`config.mk`:
```
export PLATFORM = sky130hd
export DESIGN_NAME = seq_ctrl
export DESIGN_NICKNAME = d
export VERILOG_FILES = /design/src/rtl/seq_pkg.sv /design/src/rtl/seq_pc.sv /design/src/rtl/seq_ctrl.sv
export SDC_FILE = /design/constraint.sdc
export NUM_CORES = 1
export LEC_CHECK = 0
export CAP_MARGIN = 20
export CORE_ASPECT_RATIO = 1.1
export CORE_MARGIN = 3
export CORE_UTILIZATION = 45
export DETAILED_ROUTE_END_ITERATION = 10
export GPL_TIMING_DRIVEN = 1
export PLACE_DENSITY = 0.92
export SYNTH_ARGS = -nofsm -noshare
export SYNTH_HDL_FRONTEND = slang
export SYNTH_HIERARCHICAL = 1
export SYNTH_SLANG_ARGS = --single-unit
```
`constraint.sdc`:
```
create_clock -name clk -period 10 [get_ports clk]
set_input_delay 2 -clock clk [delete_from_list [all_inputs] [get_ports clk]]
set_output_delay 2 -clock clk [all_outputs]
set_load 0.05 [all_outputs]
```
`src/rtl/seq_pkg.sv`:
```
// seq_pkg.sv -- shared state/pc-control types and defaults for seq_ctrl.
// Imported by seq_pc and seq_ctrl.
package seq_pkg;

    localparam int PC_W_DEF    = 10;
    localparam int TMO_CYC_DEF = 15;
    localparam int IR_W        = 9;

    typedef enum logic [2:0] {
        S_IDLE,
        S_FETCH,
        S_DECODE,
        S_EXEC,
        S_MEM,
        S_WB,
        S_HALT
    } state_t;

    typedef enum logic [1:0] {
        PC_HOLD,
        PC_INC,
        PC_LOAD,
        PC_CLR
    } pc_op_t;

endpackage

```
`src/rtl/seq_pc.sv`:
```
// seq_pc.sv -- program counter register for seq_ctrl.
// Supports hold, increment (wrapping), load and clear.
module seq_pc
    import seq_pkg::*;
#(
    parameter int PC_W = PC_W_DEF
) (
    input  logic            clk,
    input  logic            rst_n,
    input  pc_op_t          op,
    input  logic [PC_W-1:0] d,
    output logic [PC_W-1:0] pc
);

    localparam logic [PC_W-1:0] ONE = {{(PC_W-1){1'b0}}, 1'b1};

    always_ff @(posedge clk or negedge rst_n) begin
        if (!rst_n) begin
            pc <= '0;
        end else begin
            unique case (op)
                PC_INC:  pc <= pc + ONE;
                PC_LOAD: pc <= d;
                PC_CLR:  pc <= '0;
                default: pc <= pc;
            endcase
        end
    end

endmodule

```
`src/rtl/seq_ctrl.sv`:
```
// seq_ctrl.sv -- fetch/decode/exec/mem/wb sequencer with imem/dmem handshakes.
// Define SEQ_TIMEOUT_EN to enable the data-memory ack watchdog.
module seq_ctrl
    import seq_pkg::*;
#(
    parameter int PC_W    = PC_W_DEF,
    parameter int TMO_CYC = TMO_CYC_DEF
) (
    input  logic            clk,
    input  logic            rst_n,
    input  logic            start,
    input  logic [PC_W-1:0] end_pc,
    output logic            imem_req,
    input  logic            imem_ack,
    output logic [PC_W-1:0] imem_addr,
    input  logic [IR_W-1:0] instr,
    input  logic            is_put,
    input  logic            is_jump,
    input  logic            is_cbr,
    input  logic            is_load,
    input  logic            is_store,
    input  logic            reg_wr,
    input  logic            alu_cond,
    input  logic [PC_W-1:0] br_target,
    output logic            dmem_req,
    output logic            dmem_we,
    input  logic            dmem_ack,
    output logic [IR_W-1:0] ir,
    output logic            put_we,
    output logic            alu_en,
    output logic            reg_we,
    output logic [PC_W-1:0] pc,
    output logic            done,
    output logic            err
);

    state_t st, nxt;
    pc_op_t pc_op;
    logic   mem_st;
    logic   tmo_hit;
    logic   idle_like;

    assign idle_like = (st == S_IDLE) || (st == S_HALT);

    seq_pc #(
        .PC_W(PC_W)
    ) u_pc (
        .clk  (clk),
        .rst_n(rst_n),
        .op   (pc_op),
        .d    (br_target),
        .pc   (pc)
    );

    assign imem_addr = pc;
    assign done      = (st == S_HALT);

    always_ff @(posedge clk or negedge rst_n) begin
        if (!rst_n) begin
            st <= S_IDLE;
        end else begin
            st <= nxt;
        end
    end

    always_ff @(posedge clk or negedge rst_n) begin
        if (!rst_n) begin
            ir <= '0;
        end else if (imem_req && imem_ack) begin
            ir <= instr;
        end
    end

    // Latch the access direction so dmem_we stays stable for the whole MEM stay.
    always_ff @(posedge clk or negedge rst_n) begin
        if (!rst_n) begin
            mem_st <= 1'b0;
        end else if (st == S_EXEC) begin
            mem_st <= is_store;
        end
    end

`ifdef SEQ_TIMEOUT_EN
    localparam int TW = (TMO_CYC > 1) ? $clog2(TMO_CYC) : 1;
    localparam logic [TW-1:0] TLIM = TW'(TMO_CYC - 1);
    localparam logic [TW-1:0] TONE = TW'(1);

    logic [TW-1:0] tcnt;
    logic          err_q;

    assign tmo_hit = (tcnt == TLIM);
    assign err     = err_q;

    always_ff @(posedge clk or negedge rst_n) begin
        if (!rst_n) begin
            tcnt  <= '0;
            err_q <= 1'b0;
        end else begin
            if (st == S_EXEC) begin
                tcnt <= '0;
            end else if (st == S_MEM) begin
                tcnt <= tcnt + TONE;
            end
            if (idle_like && start) begin
                err_q <= 1'b0;
            end else if (st == S_MEM && !dmem_ack && tmo_hit) begin
                err_q <= 1'b1;
            end
        end
    end
`else
    assign tmo_hit = 1'b0;
    assign err     = 1'b0;
`endif

    always_comb begin
        nxt      = st;
        pc_op    = PC_HOLD;
        imem_req = 1'b0;
        put_we   = 1'b0;
        alu_en   = 1'b0;
        reg_we   = 1'b0;
        dmem_req = 1'b0;
        dmem_we  = 1'b0;
        unique case (st)
            S_IDLE, S_HALT: begin
                if (start) begin
                    nxt   = S_FETCH;
                    pc_op = PC_CLR;
                end
            end
            S_FETCH: begin
                if (pc == end_pc) begin
                    nxt = S_HALT;
                end else begin
                    imem_req = 1'b1;
                    if (imem_ack) begin
                        nxt = S_DECODE;
                    end
                end
            end
            S_DECODE: begin
                if (is_put) begin
                    put_we = 1'b1;
                    pc_op  = PC_INC;
                    nxt    = S_FETCH;
                end else begin
                    nxt = S_EXEC;
                end
            end
            S_EXEC: begin
                alu_en = 1'b1;
                priority case (1'b1)
                    is_jump: begin
                        pc_op = PC_LOAD;
                        nxt   = S_FETCH;
                    end
                    is_cbr: begin
                        pc_op = alu_cond ? PC_LOAD : PC_INC;
                        nxt   = S_FETCH;
                    end
                    is_load, is_store: begin
                        nxt = S_MEM;
                    end
                    default: begin
                        nxt = S_WB;
                    end
                endcase
            end
            S_MEM: begin
                dmem_req = 1'b1;
                dmem_we  = mem_st;
                if (dmem_ack) begin
                    if (mem_st) begin
                        pc_op = PC_INC;
                        nxt   = S_FETCH;
                    end else begin
                        nxt = S_WB;
                    end
                end else if (tmo_hit) begin
                    nxt = S_HALT;
                end
            end
            S_WB: begin
                reg_we = reg_wr;
                pc_op  = PC_INC;
                nxt    = S_FETCH;
            end
            default: begin
                nxt = S_IDLE;
            end
        endcase
    end

endmodule
```
==> results of run 1 <==
-- cell type report --
cell class	count	area, sq um
sequential	23	576
tap	48	60.1
timing repair buffer	78	796
clock buffer	4	26.3
fill	270	1010
multi-input combinational	122	950
inverter	5	18.8
-- through the flow --
stage | hold slack [ns] | std cells | area (sq um) | total power [mW] | util, %
6_report | 0.523 | 280 | 2430 | 0.802 | 70.5
2_1_floorplan | 0.518 | 168 | 1660 | 0.607 | -
3_3_place_gp | 0.487 | 275 | 2370 | 0.748 | 68.9
5_1_grt | 0.556 | 280 | 2430 | 0.849 | 70.5
3_5_place_dp | 0.495 | 275 | 2370 | 0.757 | 68.9
4_1_cts | 0.524 | 279 | 2400 | 0.800 | 69.7
-- cells in the mapped netlist (2+ instances only) --
library cell,number,area (sq um)
a21oi_1,6,30.0
a221o_1,2,20.0
and3_1,2,12.5
buf_2,4,20.0
buf_4,12,90.1
dfrtp_1,23,576
ha_1,2,25.0
inv_1,5,18.8
mux2_2,8,90.1
mux2_4,3,45.0
mux2i_1,6,60.1
nand2_1,10,37.5
nand2b_1,2,12.5
nand3_1,7,35.0
nor2_1,7,26.3
nor2b_1,7,43.8
nor3_1,3,15.0
nor4_4,2,42.5
o211ai_1,2,15.0
o21ai_0,6,30.0
o22a_1,2,17.5
o22ai_1,5,31.3
or4_1,3,22.5
xor2_1,12,105
-- layer usage --
metal  GRT usage, %  vias to the layer above  share of wire [%]  routed length, um
li1               -                      733                  -                  -
met1           26.7                      726                 43               1840
met2           32.1                       70                 50               2160
met3           4.21                        4                6.8                293
met4           5.04                        0               0.56                 24
met5              0                        -                  0                  0
-- cells in the final DEF, fill, tap and decap left out, types with 2 or more instances in the layout --
master	n
o211ai_1	2
mux2_2	8
or4_1	3
a21oi_1	6
nand3_1	7
mux2i_1	6
a221o_1	2
nor4_4	2
nor2_1	7
and3_1	2
nor2b_1	7
mux2_4	3
o21ai_0	6
clkdlybuf4s50_1	76
o22ai_1	5
nand2_1	10
xor2_1	12
clkbuf_4	3
inv_1	5
nand2b_1	2
nor3_1	3
o22a_1	2
ha_1	2
dfrtp_1	23
-- state kept, by name, indices dropped and copies added, names as in the netlist --
signal,count
u_pc/pc,10
st,3
mem_st,1
ir,9
-- final timing paths --
kind,start,to,slack [ns]
worst max-delay path,end_pc[5],imem_req,3.96
worst min-delay path,ir[0],ir[0],0.52
worst max register to register,st[2],u_pc/pc[7],6.25
worst min register to register,ir[0],ir[0],0.52
max in group asynchronous,rst_n,u_pc/pc[8],7.67
min in group asynchronous,rst_n,st[2],1.93
-- cells by family (layout without fill, tap and decap cells) --
kind of cell | count (synthesis) | in the layout | synth area share [%]
and+or+nand+nor | 57 | 57 | 22.5
AOI/OAI and AO/OA | 33 | 33 | 14.5
DFF | 23 | 23 | 34.6
buffers and inverters | 23 | 87 | 8.65
muxes | 17 | 17 | 11.7
xor gates and xnor gates | 12 | 12 | 6.32
adders and majority gates | 2 | 2 | 1.50
other | 1 | 1 | 0.225
-- critical path, delay by kind of cell --
kind | cells | cell delay, ns
xor gates and xnor gates | 1 | 0.18
buffers and inverters | 2 | 1.10
and+or+nand+nor | 3 | 0.75
-- where the power goes --
part           switching [mW]  leakage (nW)  internal (mW)  total (mW)
clock network          0.0269        0.0150         0.0156      0.0424
logic                   0.342         0.652          0.215       0.557
registers              0.0673         0.270          0.135       0.202
total                   0.436         0.936          0.366       0.802
==> impl_metrics.env, run 1 <==
export IMPL_min_delay_path_depth=1
export IMPL_hold_violations=0
export IMPL_vias_per_cell=5.48
export IMPL_clkTransAtPathRegs_ns=0.12
export IMPL_synth_top_flop_cell="dfrtp_1"
export IMPL_worstPathCellList="clkdlybuf4s50_1 > xor2_1 > nor4_4 > and3_2 > nor2_1 > clkdlybuf4s50_1"
export IMPL_diodes=0
export IMPL_cp_end_kind="output port"
export IMPL_core_sq_um=3440
export IMPL_grt_pass1_vias=1529
export IMPL_finalNetCount=276
export IMPL_drv_slew=0
export IMPL_grt_max_degree=24
export IMPL_numCtsBuffers=3
export IMPL_fin_setup_tns_ns=0
export IMPL_dieArea_sq_um=4460
export IMPL_ir_worst_vdd_v=0.000142
export IMPL_max_cap_viol_count=0
export IMPL_wl_per_cell_um=15.4
export IMPL_ys_seq_area_share_pct=34.6
export IMPL_pre_cts_ws_ns=3.97
export IMPL_period_needed_ns=6.04
export IMPL_critPathRequiredTime_ns=8.00
export IMPL_cts_tree="built"
export IMPL_drt_first_iter_violations=67
export IMPL_area_growth_pct=45.8
export IMPL_fin_ws_ns=3.96
export IMPL_grt_overflow_total=0
export IMPL_root_buffer="clkbuf_4"
export IMPL_setup_viol=0
export IMPL_synthArstFlopShare_pct=100
export IMPL_postSynthAreaPerCell_sq_um=9.91
export IMPL_p_leak_nw=0.936
export IMPL_cp_common_cell="clkdlybuf4s50_1"
export IMPL_rsz0062_at_grt="no"
export IMPL_synth_edf_count=0
export IMPL_drt_total_wl_mm=4.32
export IMPL_vias=1533
export IMPL_relSlewSlack_pct=36.7
export IMPL_ys_types=51
export IMPL_worstSkewPairLatency_ns=0.31
export IMPL_ctsResizeCount=0
export IMPL_post_route_period_util_pct=60.4
export IMPL_fin_skew_ns=0.00466
export IMPL_holdBufCountCts=0
export IMPL_synth_area_sq_um=1660
export IMPL_syn_nets=211
export IMPL_status="completed"
export IMPL_p_per_area_nw_per_um2=331
export IMPL_worstPathMaxFanout=4
export IMPL_reg2reg_depth=9
export IMPL_slowest_stage="clkdlybuf4s50_1"
export IMPL_arrival_ns=4.04
export IMPL_clock_sinks=23
export IMPL_fmax_mhz=166
export IMPL_synthCells=168
export IMPL_htreeDepth=1
export IMPL_antenna_found_initial=0
export IMPL_drtPass1Iterations=4
export IMPL_grt_first_pass_wirelength_mm=7.23
export IMPL_start_util_pct=48.4
export IMPL_port_buffers=76
export IMPL_criticalPathCategory="in -> out"
export IMPL_std_cell_rows=22
export IMPL_cpPeakStageDelay_ns=0.69
export IMPL_ctsLongestPathBuffers=2
export IMPL_die_w_um=64.0
export IMPL_start_kind="primary input"
export IMPL_synth_seq_cells=23
export IMPL_post_cts_buffers=0
export IMPL_die_h_um=69.8
export IMPL_routabilityCongestion=0.916
export IMPL_drc_errors=0
export IMPL_post_dp_hpwl_mm=3.29
export IMPL_grt_total_usage_pct=19.9
export IMPL_hold_class="reg -> reg"
export IMPL_io_pins=78
export IMPL_yosys_warnings=6
export IMPL_worstMarginPinSlew_ns=0.949
export IMPL_drive_above_1_share_pct=11.2
export IMPL_ant_nets=0
Note: power is estimated with default switching activity, not from simulation.
==> inputs of run 2 (changes only) <==
Settings changed: CORE_UTILIZATION 45 to 41, PLACE_DENSITY 0.92 to 0.85.
Clock period 10 ns to 6.2 ns, I/O delays scaled along.
==> run 2 against run 1 <==
Net effect:
- routed wire length fell by 3.6%
- sequential power rose by 60%
- worst hold slack got worse by 0.014 ns
- combinational power rose by 62%
- first-iteration DRC count fell by 4.5%
- final cell count rose by 0.71%
- flip-flop and latch count did not move
- setup slack got worse by 2.3 ns
- die area rose by 8.9%
- clock skew fell by 0.00086 ns
- register-to-register slack got worse by 3.8 ns
- critical endpoint unchanged
- largest power group unchanged
- highest routed layer unchanged
==> impl_metrics.env, run 2 (synthesis gave the netlist of run 1 again) <==
export IMPL_drive_above_1_share_pct=11.6
export IMPL_max_flop_register="u_pc/pc"
export IMPL_switching_power_mw=0.705
export IMPL_clock_sinks=23
export IMPL_diodes=0
export IMPL_fin_skew_ns=0.00380
export IMPL_status="completed"
export IMPL_cpPeakStageDelay_ns=0.70
export IMPL_drt_total_wl_mm=4.16
export IMPL_worstSkewPairLatency_ns=0.26
export IMPL_start_kind="primary input"
export IMPL_grt_overflow_total=0
export IMPL_p_comb_share_pct=68.6
export IMPL_critPathRequiredTime_ns=4.96
export IMPL_port_buffers=76
export IMPL_drv_slew=0
export IMPL_largest_reg_flops=10
export IMPL_grt_max_degree=24
export IMPL_fmax_mhz=222
export IMPL_vias=1519
export IMPL_start_util_pct=44.1
export IMPL_area_growth_pct=47.1
export IMPL_slowest_stage="clkdlybuf4s50_1"
export IMPL_reg_top3="u_pc/pc (10), ir (9), st (3)"
export IMPL_seqPwrFrac_pct=24.6
export IMPL_grt_first_pass_wirelength_mm=6.80
export IMPL_sw_frac_of_total_pct=53.6
export IMPL_root_buffer="clkbuf_8"
export IMPL_drt_first_iter_violations=64
export IMPL_ctsResizeCount=0
export IMPL_ant_nets=0
export IMPL_drc_errors=0
export IMPL_drtPass1Iterations=4
export IMPL_io_pins=78
export IMPL_relSlewSlack_pct=29.7
export IMPL_cts_tree="built"
export IMPL_htreeDepth=1
export IMPL_post_dp_hpwl_mm=3.17
export IMPL_total_power_mw=1.32
export IMPL_ir_worst_vdd_v=0.000304
export IMPL_criticalPathCategory="in -> out"
export IMPL_final_cell_mix="clkdlybuf4s50_1 (76), dfrtp_1 (23), xor2_1 (12), nand2_1 (10), mux2_2 (8)"
export IMPL_period_needed_ns=4.50
export IMPL_die_w_um=66.7
export IMPL_power_frac_clock_pct=6.8
export IMPL_post_cts_buffers=0
export IMPL_worstPathCellList="clkdlybuf4s50_1 > xor2_1 > nor4_4 > and3_2 > nor2_1 > clkdlybuf4s50_1"
export IMPL_multi_input_area_sq_um=950
export IMPL_p_int_mw=0.611
export IMPL_std_cell_rows=23
export IMPL_hold_class="reg -> reg"
export IMPL_fillCellCount=301
export IMPL_arrival_ns=3.26
export IMPL_wl_per_cell_um=14.8
export IMPL_hold_violations=0
export IMPL_post_route_period_util_pct=72.6
export IMPL_routabilityCongestion=0.829
export IMPL_max_cap_viol_count=0
export IMPL_p_per_area_nw_per_um2=537
export IMPL_fin_setup_tns_ns=0
export IMPL_cp_common_cell="clkdlybuf4s50_1"
export IMPL_ctsLongestPathBuffers=2
export IMPL_p_leak_nw=0.947
export IMPL_worstPathMaxFanout=4
export IMPL_grt_total_usage_pct=17.7
export IMPL_dieArea_sq_um=4860
export IMPL_worstMarginPinSlew_ns=1.05
export IMPL_cp_end_kind="output port"
export IMPL_rsz0062_at_grt="no"
export IMPL_finalNetCount=276
export IMPL_holdBufCountCts=0
export IMPL_cpLargestDelayFamily="buffers and inverters"
export IMPL_final_common_cell="clkdlybuf4s50_1"
export IMPL_vias_per_cell=5.39
export IMPL_die_h_um=72.8
export IMPL_antenna_found_initial=0
export IMPL_crit_buf_inv=2
export IMPL_core_sq_um=3770
export IMPL_numCtsBuffers=3
export IMPL_clkTransAtPathRegs_ns=0.08
export IMPL_seq_area_sq_um=576
export IMPL_grt_pass1_vias=1476
export IMPL_setup_viol=0
-- run 2: cell types whose count changed in the layout (fill, tap and decap cells not counted), sizes merged --
| cell | before | now |
|---|---|---|
| clkbuf | 4 | 3 |
| clkinv | 0 | 1 |
-- run 2: stage by stage --
| stage | util (%) | hold slack [ns] | cells | setup WS [ns] | instance area, sq um |
|---|---|---|---|---|---|
| after global placement | 63.0 | 0.488 | 277 | 1.71 | 2370 |
| final | 65.0 | 0.508 | 282 | 1.70 | 2450 |
| after detailed placement | 63.0 | 0.494 | 277 | 1.68 | 2370 |
| after CTS | 64.2 | 0.514 | 281 | 1.68 | 2420 |
| after global routing | 65.0 | 0.529 | 282 | 1.63 | 2450 |
| after floorplan | - | 0.518 | 168 | 2.51 | 1660 |
-- run 2: routing by layer --
layer	vias to the layer above	routed length, um	part of all wire, %	GRT usage (%)
li1	732	-	-	-
met1	716	1760	42	23.0
met2	67	2100	50	30.0
met3	4	275	6.6	3.24
met4	0	29	0.70	4.74
met5	-	0	0	0
-- run 2: layout make-up --
type,instances,share of cell area (%)
clock buffer,3,1.69
clock inverter,1,0.204
inverter,5,0.766
multi-input combinational,122,38.8
sequential,23,23.5
tap,50,2.55
timing repair buffer,78,32.5
-- run 2: worst paths after layout --
check,slack (ns),depth (start not counted),start,to
worst min register to register,0.51,1,ir[1],ir[1]
worst max register to register,2.50,9,st[2],u_pc/pc[7]
worst min-delay path,0.51,1,ir[1],ir[1]
max in group asynchronous,4.60,2,rst_n,u_pc/pc[4]
min in group asynchronous,1.21,1,rst_n,ir[0]
worst max-delay path,1.70,6,end_pc[5],imem_req
-- run 2: power groups by stage --
stage | sequential (mW) | combinational (mW) | clock [mW]
floorplan | 0.491 | 0.489 | 0
detailed placement | 0.326 | 0.899 | 0
global route | 0.338 | 0.956 | 0.102
finish | 0.324 | 0.902 | 0.0897
global placement | 0.324 | 0.884 | 0
CTS | 0.324 | 0.902 | 0.0937
==> inputs of run 3 (changes only) <==
Clock period 6.2 ns to 4.55 ns, I/O delays scaled along.
==> run 3 against run 2 <==
Net effect:
- routed wire length grew 6.2%
- largest cell class unchanged
- global-route usage increased by 0.64 points
- critical path type unchanged
- worst hold slack improved by 0.0049 ns
- clock-buffer cell count unchanged
==> impl_metrics.env, run 3 (synthesis gave the netlist of run 1 again) <==
export IMPL_wl_met1_mm=1.87
export IMPL_core_sq_um=3770
export IMPL_worstMarginPinSlew_ns=1.04
export IMPL_hold_violations=0
export IMPL_final_cell_mix="clkdlybuf4s50_1 (76), dfrtp_1 (23), xor2_1 (12), nand2_1 (10), mux2_2 (8)"
export IMPL_period_needed_ns=3.85
export IMPL_wl_per_cell_um=15.6
export IMPL_final_common_cell="clkdlybuf4s50_1"
export IMPL_p_comb_share_pct=68.4
export IMPL_port_buffers=76
export IMPL_fmax_mhz=260
export IMPL_post_cts_buffers=0
export IMPL_reg2reg_to="u_pc/pc[7]"
export IMPL_reg2reg_slack_ns=1.08
export IMPL_crit_buf_inv=2
export IMPL_grt_max_degree=24
export IMPL_fin_setup_tns_ns=0
export IMPL_min_delay_path_depth=1
export IMPL_start_util_pct=44.1
export IMPL_setup_viol=0
export IMPL_reg2reg_from="st[1]"
export IMPL_cp_end_kind="output port"
export IMPL_largest_reg_flops=10
export IMPL_drt_first_iter_violations=49
export IMPL_worst_hold_path_endpoint="ir[4]"
export IMPL_ctsLongestPathBuffers=2
export IMPL_min_from="ir[4]"
export IMPL_ant_nets=0
export IMPL_seqPwrFrac_pct=24.5
export IMPL_cpLargestDelayFamily="buffers and inverters"
export IMPL_post_dp_hpwl_mm=3.29
export IMPL_criticalPathCategory="in -> out"
export IMPL_area_growth_pct=47.6
export IMPL_htreeDepth=1
export IMPL_p_leak_nw=0.952
export IMPL_whs_ns=0.513
export IMPL_hold_class="reg -> reg"
export IMPL_vias=1559
export IMPL_cts_tree="built"
export IMPL_drv_slew=0
export IMPL_std_cell_rows=23
export IMPL_dieArea_sq_um=4860
export IMPL_worstSkewPairLatency_ns=0.26
export IMPL_drive_above_1_share_pct=12.0
export IMPL_wl_met3_um=330
export IMPL_cp_common_cell="clkdlybuf4s50_1"
export IMPL_grt_total_usage_pct=18.3
export IMPL_reg_top3="u_pc/pc (10), ir (9), st (3)"
export IMPL_arrival_ns=2.94
export IMPL_sw_frac_of_total_pct=53.7
export IMPL_grt_pass1_vias=1495
export IMPL_diodes=0
export IMPL_fin_skew_ns=0.00361
export IMPL_cpPeakStageDelay_ns=0.69
export IMPL_power_frac_clock_pct=7.2
export IMPL_grt_first_pass_wirelength_mm=6.92
export IMPL_clkTransAtPathRegs_ns=0.08
export IMPL_top_layer_used="met4"
export IMPL_slowest_stage="clkdlybuf4s50_1"
export IMPL_routed_wl_met2_mm=2.15
export IMPL_die_w_um=66.7
export IMPL_p_int_mw=0.833
export IMPL_numCtsBuffers=3
export IMPL_relSlewSlack_pct=30.5
export IMPL_drc_errors=0
export IMPL_antenna_found_initial=0
export IMPL_ir_worst_vdd_v=0.000317
export IMPL_p_per_area_nw_per_um2=733
export IMPL_holdBufCountCts=0
export IMPL_drtPass1Iterations=4
export IMPL_post_route_period_util_pct=84.6
export IMPL_grt_overflow_total=0
export IMPL_routabilityCongestion=0.832
export IMPL_finalNetCount=277
export IMPL_critPathRequiredTime_ns=3.64
export IMPL_ctsResizeCount=0
export IMPL_rsz0062_at_grt="no"
export IMPL_reg2reg_depth=8
export IMPL_worstPathMaxFanout=4
export IMPL_worstPathCellList="clkdlybuf4s50_1 > xor2_1 > nor4_4 > and3_2 > nor2_1 > clkdlybuf4s50_1"
export IMPL_fin_ws_ns=0.703
export IMPL_drt_total_wl_mm=4.42
export IMPL_start_kind="primary input"
export IMPL_status="completed"
export IMPL_max_cap_viol_count=0
export IMPL_clock_sinks=23
export IMPL_io_pins=78
export IMPL_total_power_mw=1.80
export IMPL_vias_per_cell=5.51
export IMPL_root_buffer="clkbuf_8"
export IMPL_pre_cts_ws_ns=0.691
export IMPL_die_h_um=72.8
export IMPL_switching_power_mw=0.966
export IMPL_max_flop_register="u_pc/pc"
==> run 3: cell count changes in the layout (fill, tap and decap cells not counted), sizes merged <==
cell  change
buf       +1
==> run 3: worst max-delay path by stage <==
| stage | cells after the start | startpoint | endpoint |
|---|---|---|---|
| 4_1_cts | 6 | end_pc[9] | imem_req |
| 3_5_place_dp | 6 | end_pc[5] | imem_req |
| 5_1_grt | 6 | end_pc[9] | imem_req |
| 6_report | 6 | end_pc[9] | imem_req |
| 3_3_place_gp | 6 | end_pc[5] | imem_req |
| 2_1_floorplan | 12 | st[2] | u_pc/pc[6] |
==> run 3: layout make-up <==
| cell class | instances | area (sq um) |
|---|---|---|
| clock buffers | 3 | 41.3 |
| clock inverters | 1 | 5.00 |
| fillers | 318 | 1310 |
| inverters | 5 | 18.8 |
| multi-input cells | 122 | 950 |
| flip-flops and latches | 23 | 576 |
| well taps | 50 | 62.6 |
| repair buffers | 79 | 803 |
==> run 3: metal layers <==
metal  vias up  global-route usage (%)
met2        60                    30.2
met3         6                    4.47
met5         -                       0
met4         0                    6.09
li1        731                       -
met1       762                    23.4
==> run 3: power by group through the flow <==
| stage | clock network, mW | logic (mW) | registers [mW] |
|---|---|---|---|
| floorplan | 0 | 0.666 | 0.669 |
| global placement | 0 | 1.21 | 0.438 |
| detailed placement | 0 | 1.22 | 0.444 |
| CTS | 0.133 | 1.23 | 0.439 |
| global route | 0.143 | 1.30 | 0.458 |
| finish | 0.129 | 1.23 | 0.441 |
==> run 3: worst reg2reg max path, delay by kind of cell (launching register included) <==
| kind | cells | cell delay (ns) |
|---|---|---|
| AND/OR/NAND/NOR | 3 | 1.49 |
| AO/OA/AOI/OAI | 4 | 0.87 |
| flip-flops | 1 | 0.66 |
| adder cells (fa/ha/maj) | 1 | 0.37 |
==> run 3: per-stage QoR <==
| step | std cells | cell area (sq um) | util, % |
|---|---|---|---|
| 2_1_floorplan | 168 | 1660 | - |
| 5_1_grt | 283 | 2460 | 65.2 |
| 3_5_place_dp | 278 | 2380 | 63.2 |
| 6_report | 283 | 2460 | 65.2 |
| 4_1_cts | 282 | 2430 | 64.4 |
| 3_3_place_gp | 278 | 2380 | 63.2 |
